File: config.mk
export PLATFORM = sky130hd
export DESIGN_NAME = fifo_param_flat
export DESIGN_NICKNAME = d
export VERILOG_FILES = /design/src/rtl/fifo_pkg.sv /design/src/rtl/fifo_param_if.sv /design/src/rtl/fifo_mem.sv /design/src/rtl/fifo_param.sv /design/src/flat_wrapper.sv
export SDC_FILE = /design/constraint.sdc
export NUM_CORES = 1
export LEC_CHECK = 0
export BUFFER_PORTS_ARGS = -buffer_cell sky130_fd_sc_hd__buf_2
export CAP_MARGIN = 20
export CELL_PAD_IN_SITES_DETAIL_PLACEMENT = 1
export CELL_PAD_IN_SITES_GLOBAL_PLACEMENT = 2
export CORE_ASPECT_RATIO = 1.5
export CORE_MARGIN = 5
export CORE_UTILIZATION = 46
export DETAILED_ROUTE_END_ITERATION = 16
export PLACE_DENSITY = 0.92
export SETUP_SLACK_MARGIN = 0.3
export SYNTH_ARGS = -nofsm -noshare
export SYNTH_HDL_FRONTEND = slang
export SYNTH_SLANG_ARGS = --single-unit
export TNS_END_PERCENT = 20
File: constraint.sdc
create_clock -name clk -period 3.85 [get_ports clk]
set_clock_uncertainty 0.05 [all_clocks]
set_input_delay 0.385 -clock clk [delete_from_list [all_inputs] [get_ports clk]]
set_output_delay 0.385 -clock clk [all_outputs]
set_load 0.05 [all_outputs]
File: src/rtl/fifo_pkg.sv
// fifo_pkg: shared definitions for the parametrised datapath FIFO.
// Holds the default geometry (10-bit words, 8 entries), the operation
// encoding used by the occupancy update, and the pointer-width-to-depth
// helper used by both the storage array and the control logic.
package fifo_pkg;

    localparam int FIFO_DATA_W = 10;
    localparam int FIFO_ADDR_W = 3;

    // Combined accept pattern for one cycle: {write accepted, read accepted}.
    typedef enum logic [1:0] {
        OP_IDLE = 2'b00,
        OP_RD   = 2'b01,
        OP_WR   = 2'b10,
        OP_RW   = 2'b11
    } fifo_op_e;

    // Number of entries addressed by a pointer of addr_w bits.
    function automatic int unsigned fifo_depth(input int unsigned addr_w);
        return 32'd1 << addr_w;
    endfunction

endpackage

File: src/rtl/fifo_param_if.sv
// fifo_param_if: producer/consumer bus of the datapath FIFO.
// The master modport is the side that pushes and pops (producer and
// consumer stages); the slave modport is the FIFO itself.
interface fifo_param_if import fifo_pkg::*; #(
    parameter int DATA_W = FIFO_DATA_W,
    parameter int ADDR_W = FIFO_ADDR_W
) ();

    logic              wr_en;
    logic [DATA_W-1:0] data_in;
    logic              rd_en;
    logic [ADDR_W:0]   umbral_bajo;
    logic [ADDR_W:0]   umbral_alto;
    logic              err_clr;
    logic [DATA_W-1:0] data_out;
    logic              data_valid;
    logic [ADDR_W:0]   count;
    logic              full;
    logic              empty;
    logic              almost_full;
    logic              almost_empty;
    logic              overflow;
    logic              underflow;

    modport master (
        output wr_en, data_in, rd_en, umbral_bajo, umbral_alto, err_clr,
        input  data_out, data_valid, count, full, empty,
               almost_full, almost_empty, overflow, underflow
    );

    modport slave (
        input  wr_en, data_in, rd_en, umbral_bajo, umbral_alto, err_clr,
        output data_out, data_valid, count, full, empty,
               almost_full, almost_empty, overflow, underflow
    );

endinterface

File: src/rtl/fifo_mem.sv
// fifo_mem: simple dual-port storage for the datapath FIFO.
// Synchronous write port, asynchronous read port. The read register (if
// any) belongs to the FIFO control so the fall-through option stays local
// to fifo_param. Contents are deliberately not reset.
module fifo_mem import fifo_pkg::*; #(
    parameter int DATA_W = FIFO_DATA_W,
    parameter int ADDR_W = FIFO_ADDR_W
) (
    input  logic              clk,
    input  logic              i_wr_en,
    input  logic [ADDR_W-1:0] i_wr_addr,
    input  logic [DATA_W-1:0] i_wr_data,
    input  logic [ADDR_W-1:0] i_rd_addr,
    output logic [DATA_W-1:0] o_rd_data
);

    localparam int DEPTH = int'(fifo_depth(ADDR_W));

    logic [DATA_W-1:0] r_mem [DEPTH];

    // Store the write word at the edge where the write is accepted.
    always_ff @(posedge clk) begin
        if (i_wr_en) begin
            r_mem[i_wr_addr] <= i_wr_data;
        end
    end

    // Read before write: on a same-address collision the old word is seen.
    assign o_rd_data = r_mem[i_rd_addr];

endmodule

File: src/rtl/fifo_param.sv
// fifo_param: parametrised synchronous FIFO between a producer and a
// consumer stage. Blocked writes (full) and blocked reads (empty) are
// recorded in sticky overflow/underflow flags cleared by err_clr.
// Occupancy is exported and the almost-flags compare live against the
// run-time thresholds umbral_alto / umbral_bajo.
//
// Build option: define FIFO_FWFT_EN for first-word-fall-through output
// (data_out shows the head word combinationally, data_valid = !empty).
// Without it, data_out/data_valid are registered with one cycle latency.
module fifo_param import fifo_pkg::*; #(
    parameter int DATA_W = FIFO_DATA_W,
    parameter int ADDR_W = FIFO_ADDR_W
) (
    input  logic         clk,
    input  logic         reset,
    fifo_param_if.slave  bus
);

    localparam int              DEPTH     = int'(fifo_depth(ADDR_W));
    localparam logic [ADDR_W:0] CNT_FULL  = (ADDR_W+1)'(DEPTH);
    localparam logic [ADDR_W:0] CNT_ZERO  = (ADDR_W+1)'(0);
    localparam logic [ADDR_W:0] CNT_ONE   = (ADDR_W+1)'(1);
    localparam logic [ADDR_W-1:0] PTR_ZERO = ADDR_W'(0);
    localparam logic [ADDR_W-1:0] PTR_ONE  = ADDR_W'(1);

    logic [ADDR_W-1:0] r_wr_ptr;
    logic [ADDR_W-1:0] r_rd_ptr;
    logic [ADDR_W:0]   r_count;
    logic              r_overflow;
    logic              r_underflow;

    logic              w_full;
    logic              w_empty;
    logic              w_rd_acc;
    logic              w_wr_acc;
    logic              w_ovf_set;
    logic              w_udf_set;
    fifo_op_e          w_op;
    logic [ADDR_W:0]   w_count_nxt;
    logic              w_ovf_nxt;
    logic              w_udf_nxt;
    logic              w_mem_wr;
    logic [DATA_W-1:0] w_rd_data;

    // Accept decisions: a read needs data; a write into a full FIFO only
    // proceeds when a read frees the slot in the same cycle.
    always_comb begin
        w_full    = (r_count == CNT_FULL);
        w_empty   = (r_count == CNT_ZERO);
        w_rd_acc  = bus.rd_en && !w_empty;
        w_wr_acc  = bus.wr_en && (!w_full || w_rd_acc);
        w_ovf_set = bus.wr_en && !w_wr_acc;
        w_udf_set = bus.rd_en && !w_rd_acc;
        w_op      = fifo_op_e'({w_wr_acc, w_rd_acc});
        w_mem_wr  = w_wr_acc && reset;
    end

    // Occupancy update; range 0..DEPTH holds because accepts are gated by full/empty.
    always_comb begin
        w_count_nxt = r_count;
        case (w_op)
            OP_WR:   w_count_nxt = r_count + CNT_ONE;
            OP_RD:   w_count_nxt = r_count - CNT_ONE;
            OP_IDLE: w_count_nxt = r_count;
            OP_RW:   w_count_nxt = r_count;
            default: w_count_nxt = r_count;
        endcase
    end

    // Sticky error flags: a new error in the same cycle wins over err_clr.
    always_comb begin
        if (w_ovf_set) begin
            w_ovf_nxt = 1'b1;
        end else if (bus.err_clr) begin
            w_ovf_nxt = 1'b0;
        end else begin
            w_ovf_nxt = r_overflow;
        end

        if (w_udf_set) begin
            w_udf_nxt = 1'b1;
        end else if (bus.err_clr) begin
            w_udf_nxt = 1'b0;
        end else begin
            w_udf_nxt = r_underflow;
        end
    end

    // Pointer, occupancy and error state; pointers wrap naturally at DEPTH.
    always_ff @(posedge clk) begin
        if (!reset) begin
            r_wr_ptr    <= PTR_ZERO;
            r_rd_ptr    <= PTR_ZERO;
            r_count     <= CNT_ZERO;
            r_overflow  <= 1'b0;
            r_underflow <= 1'b0;
        end else begin
            if (w_wr_acc) begin
                r_wr_ptr <= r_wr_ptr + PTR_ONE;
            end
            if (w_rd_acc) begin
                r_rd_ptr <= r_rd_ptr + PTR_ONE;
            end
            r_count     <= w_count_nxt;
            r_overflow  <= w_ovf_nxt;
            r_underflow <= w_udf_nxt;
        end
    end

    fifo_mem #(
        .DATA_W (DATA_W),
        .ADDR_W (ADDR_W)
    ) u_mem (
        .clk       (clk),
        .i_wr_en   (w_mem_wr),
        .i_wr_addr (r_wr_ptr),
        .i_wr_data (bus.data_in),
        .i_rd_addr (r_rd_ptr),
        .o_rd_data (w_rd_data)
    );

    // Status flags derive from the count register; thresholds are used live.
    assign bus.count        = r_count;
    assign bus.full         = w_full;
    assign bus.empty        = w_empty;
    assign bus.almost_full  = (r_count >= bus.umbral_alto);
    assign bus.almost_empty = (r_count <= bus.umbral_bajo);
    assign bus.overflow     = r_overflow;
    assign bus.underflow    = r_underflow;

`ifdef FIFO_FWFT_EN
    // Head word is presented directly; rd_en acknowledges and pops it.
    assign bus.data_out   = w_rd_data;
    assign bus.data_valid = !w_empty;
`else
    logic [DATA_W-1:0] r_data_out;
    logic              r_data_valid;

    // Registered read: capture the head word on the popping edge.
    always_ff @(posedge clk) begin
        if (!reset) begin
            r_data_out   <= {DATA_W{1'b0}};
            r_data_valid <= 1'b0;
        end else begin
            r_data_valid <= w_rd_acc;
            if (w_rd_acc) begin
                r_data_out <= w_rd_data;
            end
        end
    end

    assign bus.data_out   = r_data_out;
    assign bus.data_valid = r_data_valid;
`endif

endmodule

File: src/flat_wrapper.sv
// flat-port wrapper written by rule: the top's interface ports become plain ports
module fifo_param_flat import fifo_pkg::*;
#(
    parameter int DATA_W = FIFO_DATA_W,
    parameter int ADDR_W = FIFO_ADDR_W
)
  (clk, reset, bus_wr_en, bus_data_in, bus_rd_en, bus_umbral_bajo, bus_umbral_alto, bus_err_clr, bus_data_out, bus_data_valid, bus_count, bus_full, bus_empty, bus_almost_full, bus_almost_empty, bus_overflow, bus_underflow);
  fifo_param_if #(.DATA_W(DATA_W), .ADDR_W(ADDR_W)) bus_i ();
  input  logic clk;
  input  logic reset;
  input wire logic [$bits(bus_i.wr_en)-1:0] bus_wr_en;
  input wire logic [$bits(bus_i.data_in)-1:0] bus_data_in;
  input wire logic [$bits(bus_i.rd_en)-1:0] bus_rd_en;
  input wire logic [$bits(bus_i.umbral_bajo)-1:0] bus_umbral_bajo;
  input wire logic [$bits(bus_i.umbral_alto)-1:0] bus_umbral_alto;
  input wire logic [$bits(bus_i.err_clr)-1:0] bus_err_clr;
  output wire logic [$bits(bus_i.data_out)-1:0] bus_data_out;
  output wire logic [$bits(bus_i.data_valid)-1:0] bus_data_valid;
  output wire logic [$bits(bus_i.count)-1:0] bus_count;
  output wire logic [$bits(bus_i.full)-1:0] bus_full;
  output wire logic [$bits(bus_i.empty)-1:0] bus_empty;
  output wire logic [$bits(bus_i.almost_full)-1:0] bus_almost_full;
  output wire logic [$bits(bus_i.almost_empty)-1:0] bus_almost_empty;
  output wire logic [$bits(bus_i.overflow)-1:0] bus_overflow;
  output wire logic [$bits(bus_i.underflow)-1:0] bus_underflow;
  assign bus_i.wr_en = bus_wr_en;
  assign bus_i.data_in = bus_data_in;
  assign bus_i.rd_en = bus_rd_en;
  assign bus_i.umbral_bajo = bus_umbral_bajo;
  assign bus_i.umbral_alto = bus_umbral_alto;
  assign bus_i.err_clr = bus_err_clr;
  assign bus_data_out = bus_i.data_out;
  assign bus_data_valid = bus_i.data_valid;
  assign bus_count = bus_i.count;
  assign bus_full = bus_i.full;
  assign bus_empty = bus_i.empty;
  assign bus_almost_full = bus_i.almost_full;
  assign bus_almost_empty = bus_i.almost_empty;
  assign bus_overflow = bus_i.overflow;
  assign bus_underflow = bus_i.underflow;
  fifo_param #(.DATA_W(DATA_W), .ADDR_W(ADDR_W)) u_core (.clk(clk), .reset(reset), .bus(bus_i));
endmodule
# Word-level counts from Yosys, hierarchy flattened

Memory sizes are Yosys's and may differ from the RTL's. A register that Yosys moved wholly into a read port is not among the register bits.
Index checks and enable logic that the tools add are counted.

Register bits after elaboration: 13
Bits in writable memories: 80
Bits of input ports: 23
Logic and storage cells: 39
Memories kept: 1

Add/subtract/negate cells: 4
Magnitude comparators: 2
Equality and inequality tests: 4
Mux-type cells: 6
Reduce and logical (&&, ||, !) cells: 16

Memories:

| memory             | words | width | read ports | clocked after Yosys merged registers in | write ports | RTL line       | source |
|---|---|---|---|---|---|---|---|
| u_core.u_mem.r_mem | 8     | 10    | 1          | 1                                       | 1           | fifo_mem.sv:19 | `logic [DATA_W-1:0] r_mem [DEPTH];` |

Operators by type and width:

| kind                                                                | count |
|---|---|
| 4-bit one-hot mux with 2 select lines                               | 1 |
| 3-bit by 1-bit adder with 3-bit output (second input constant)      | 2 |
| 1-bit logical AND                                                   | 5 |
| 1-bit zero test                                                     | 5 |
| 1-bit two-way mux                                                   | 5 |
| 4-bit by 1-bit adder with 4-bit output (second input constant)      | 1 |
| 2-bit == test (second input constant)                               | 2 |
| 4-bit == test (second input constant)                               | 1 |
| 4-bit >= comparator                                                 | 1 |
| 4-bit <= comparator                                                 | 1 |
| 4-bit zero test                                                     | 1 |
| 2-bit nonzero test                                                  | 2 |
| 4-bit by 1-bit subtractor with 4-bit output (second input constant) | 1 |
| 2-bit by 1-bit == test with 1-bit output (second input constant)    | 1 |
| 2-bit zero test                                                     | 1 |
| 2-bit OR reduction                                                  | 1 |
| 1-bit logical OR                                                    | 1 |

# Depth between registers and ports, before layout

Word-level depth: 8
Depth in mapped cells: 9

# Modules after synthesis

A second synthesis with hierarchy kept.

Cells, all modules: 270
Area total of the unflattened synthesis: 4356.7 µm²

By module, submodules not included:

| module     | instances | cells an instance | area each (µm²) | sequential area each (µm²) |
|---|---|---|---|---|
| fifo_mem   | 1         | 128               | 3133.0          | 2402.3 |
| fifo_param | 1         | 142               | 1223.7          | 460.4 |

# Least setup slack after synthesis

OpenSTA, ideal clock, no wires.

Kind: register to output
Start point: register u_core.r_count[1] (netlist: u_core.bus.count[1])
End point: output bus_almost_empty
Arrival: 2653 ps
Data required time: 3415 ps
Path slack: 762 ps
Cell stages (with the launch flop): 6
Path buffers: 0
Path through: dfxtp_1 ha_1 nor2b_1 o21a_1 o21a_1 o21ai_0

Cells in the longest elaborated chain, start to end: 1

RTL lines:

| element                | RTL line           | source |
|---|---|---|
| from (decl)            | fifo_param.sv:28   | `logic [ADDR_W:0] r_count;` |
| from (signal assigned) | fifo_param.sv:104  | `r_count <= w_count_nxt;` |
| 4-bit <= comparator    | fifo_param.sv:127  | `assign bus.almost_empty = (r_count <= bus.umbral_bajo);` |
| to (decl)              | flat_wrapper.sv:23 | `output wire logic [$bits(bus_i.almost_empty)-1:0] bus_almost_empty;` |

Every way passes these cells.

# Worst setup path in the final report

Start point: register u_core.r_count[1] (netlist: u_core.bus.count[1])
End point: register u_core.r_count[3] (netlist: u_core.bus.count[3])

Cells in the longest elaborated chain, start to end: 7
Elaborated cells on any way between the ends: 15

RTL lines:

| element                                                                     | RTL line         | source |
|---|---|---|
| 4-bit zero test                                                             | fifo_param.sv:49 | `w_empty = (r_count == CNT_ZERO);` |
| 1-bit zero test                                                             | fifo_param.sv:50 | `w_rd_acc = bus.rd_en && !w_empty;` |
| 1-bit logical AND                                                           | fifo_param.sv:50 |  |
| 1-bit logical OR                                                            | fifo_param.sv:51 | `w_wr_acc = bus.wr_en && (!w_full \|\| w_rd_acc);` |
| 1-bit logical AND                                                           | fifo_param.sv:51 |  |
| 2-bit by 1-bit == test with 1-bit output (tied with other cells)            | fifo_param.sv:61 | `case (w_op)` |
| 4-bit one-hot mux with 2 select lines or 2-bit OR reduction (tied branches) | --               |  |

Parallel ways exist; a longest one is shown, timed or not.
A chain may end at the register's enable or synchronous reset.

==> results.sh <==
export IMPL_outcome="completed"
export IMPL_floorplan_rows=43
export IMPL_drt_iter0_drc=160
export IMPL_report_final_slew_viol_count=0
export IMPL_floorplan_initialDensity_pct=46.9
export IMPL_synth_main_ff_cell="edfxtp_1"
export IMPL_floorplan_die_area_um2=11500
export IMPL_placed_cell_area_um2=4690
export IMPL_finalWeightedCongestion=0.747
export IMPL_clock_latency_ns=0.34
export IMPL_least_margin_pin_slew_ns=1.01
export IMPL_ys_seq_elements=103
export IMPL_total_inserted_antenna_cells=0
export IMPL_ctsHoldBuffers=0
export IMPL_placement_io_buffers=43
export IMPL_vdd_ir_drop_max_mv=0.499
export IMPL_worst_setup_path_type="flop to flop"
export IMPL_design_core_area_um2=9200
export IMPL_setup_violations=0
export IMPL_cp_cell_sequence="o41a_1 -> nand2b_1 -> inv_1 -> ha_1 -> a21o_1 -> a21oi_2 -> nor4b_1 -> or4b_1"
export IMPL_gr_total_overflow=0
export IMPL_cts_clk_slew_worst_paths_ns=0.07
export IMPL_min_period_over_period_pct=79.9
export IMPL_most_frequent_cells_in_the_layout="80 x edfxtp_1, 43 x buf_2, 23 x dfxtp_1"
export IMPL_synth_nets=305
export IMPL_dp_final_hpwl_mm=6.24
export IMPL_io_pins=44
export IMPL_post_synth_instance_area_um2=4320
export IMPL_via_per_inst=5.73
export IMPL_fin_setup_tns_ns=0
export IMPL_netlist_instances=269
export IMPL_max_slew_margin_pct=32.3
export IMPL_postSynth_asyncResetShare_pct=0
export IMPL_tritoncts="built"
export IMPL_clock_tree_root_cell="clkbuf_16"
export IMPL_grt_util_all_layers_pct=17.9
export IMPL_leakagePower_nw=1.79
export IMPL_cpPeakStageDelay_ns=0.79
export IMPL_synth_edf_count=80
export IMPL_maxClockFrequency_mhz=325
export IMPL_post_cts_resized=0
export IMPL_tritoncts_num_buffers=9
export IMPL_post_route_cell_area_um2=5020
export IMPL_critPathLaunchType="flop"
export IMPL_total_power_density_per_cell_area_nw_per_um2=709
export IMPL_largest_net_degree_at_the_start_of_global_routing=25
export IMPL_h_tree_level_count=3
export IMPL_number_of_antenna_violations_at_the_first_check_in_global_routing=0
export IMPL_nets_final=353
export IMPL_timing_critical_path_required_ns=4.02
export IMPL_ant_nets=0
export IMPL_maxCapViolations=0
export IMPL_layout_drive_gt1_share_pct=29.2
export IMPL_max_stage_delay_cell_worst_path="o41a_1"
export IMPL_die_width_um=89.1
export IMPL_worst_endpoint_arrival_ns=3.24
export IMPL_mostFrequentLayoutCell="edfxtp_1"
export IMPL_timing_critical_path_to_type="flop"
export IMPL_clock_path_buffers=2
export IMPL_drt_drc=0
export IMPL_die_height_um=129
export IMPL_rsz0062_at_grt="no"
export IMPL_postSynthAreaPerCell_um2=16.0
export IMPL_report_final_hold_viol_count=0
export IMPL_clock_tree_sinks=103
export IMPL_synth_yosys_seq_area_share_pct=66.3
export IMPL_grt_first_pass_wirelength_mm=14.8
export IMPL_routed_via_count=2486
export IMPL_syn_to_final_growth_pct=16.3
export IMPL_cts_setup_buffers=0
export IMPL_drtPass1Iterations=4
export IMPL_drt_wirelength_per_cell_um=21.5
export IMPL_hold_path_class="input port to flop"
export IMPL_postRouteWirelength_mm=9.34
export IMPL_period_needed_ns=3.08
export IMPL_synth_warning_count=0
export IMPL_timing_critical_path_fanout_max=24
export IMPL_synthDistinctLibCells=41
export IMPL_via_count_of_the_first_global_routing_pass=2678
-- kinds of logic (layout without fill, tap and decap cells) --
family | count (synthesis) | count (layout) | share of synthesized area, %
buffers and inverters | 24 | 77 | 2.43
multiplexers | 31 | 31 | 13.0
adder cells (fa/ha/maj) | 13 | 13 | 3.94
flip-flops | 103 | 103 | 66.3
AND/OR/NAND/NOR | 48 | 48 | 6.06
XOR/XNOR | 7 | 7 | 1.42
AO/OA/AOI/OAI | 43 | 43 | 6.84
-- path summary, 6_finish.rpt --
check	from	to	slack, ns	cells after the start
worst max-delay path	u_core.bus.count[1]	u_core.bus.count[3]	0.77	8
worst min-delay path	bus_data_in[3]	u_core.u_mem.r_mem[0][3]	0.27	1
worst max register to register	u_core.bus.count[1]	u_core.bus.count[3]	0.77	8
worst min register to register	u_core.bus.overflow	u_core.bus.overflow	0.43	2
-- cell type report --
type	instances	area (um^2)
Clock inverter	5	82.6
Tap cell	112	140
Clock buffer	11	243
Fill cell	864	4180
Inverter	10	37.5
Sequential cell	103	2860
Timing Repair Buffer	51	275
Multi-Input combinational cell	142	1380
-- state kept, by name, summed over array words and instances, names as in the netlist --
register and count:
u_core.bus.data_out 10, u_core.bus.underflow 1, u_core.r_wr_ptr 3, u_core.bus.overflow 1
u_core.u_mem.r_mem 80, u_core.r_rd_ptr 3, u_core.bus.data_valid 1, u_core.bus.count 4
-- layer usage --
layer,vias to the layer above,global-route usage (%),part of all wire (%),wire [um]
li1,1136,-,-,-
met1,1269,21.0,39,3650
met2,71,31.2,55,5090
met3,10,4.29,4.5,418
met4,0,6.92,1.9,174
met5,-,0,0,0
-- critical path: cells and delay by family (launching register included) --
kind                       cells  cell delay (ns)
DFF                            1             0.57
buffers and inverters          1             0.13
AOI/OAI and AO/OA              3             1.20
adders and majority gates      1             0.23
and+or+nand+nor                3             0.77
-- cell usage after synthesis, types with 2 or more instances --
cell,instances,area (um^2)
a21o_1,4,30.0
a21oi_1,14,70.1
buf_2,6,30.0
clkbuf_1,6,22.5
dfxtp_1,23,460
edfxtp_1,80,2400
ha_1,12,150
inv_1,10,37.5
mux2i_1,11,110
mux4_2,20,450
nand2_1,9,33.8
nand2b_1,4,25.0
nand3_1,3,15.0
nor2_1,13,48.8
nor2b_1,2,12.5
nor3_1,4,20.0
nor4_1,3,18.8
o211ai_1,2,15.0
o21a_1,2,15.0
o21ai_0,14,70.1
or4b_1,2,20.0
xnor2_1,4,35.0
xor2_1,3,26.3
-- stage by stage --
| stage | instances | total power, W | util [%] | hold WS, ns | setup WS [ns] |
|---|---|---|---|---|---|
| global placement | 417 | 0.00258 | 50.9 | 0.408 | 0.841 |
| global route | 434 | 0.00373 | 54.6 | 0.271 | 0.530 |
| floorplan | 269 | 0.00233 | - | 0.434 | 0.762 |
| CTS | 433 | 0.00360 | 54.5 | 0.254 | 0.729 |
| finish | 434 | 0.00356 | 54.6 | 0.267 | 0.773 |
| detailed placement | 417 | 0.00262 | 50.9 | 0.420 | 0.736 |
-- where the power goes --
part / switching, W / total [W] / leakage (nW) / internal (W)
Sequential: 0.000132 / 0.00143 / 0.912 / 0.00130
Clock: 0.000393 / 0.000981 / 0.148 / 0.000588
Combinational: 0.000733 / 0.00114 / 0.730 / 0.000411
Total: 0.00126 / 0.00356 / 1.79 / 0.00230
Note: power is estimated with default switching activity, not from simulation.
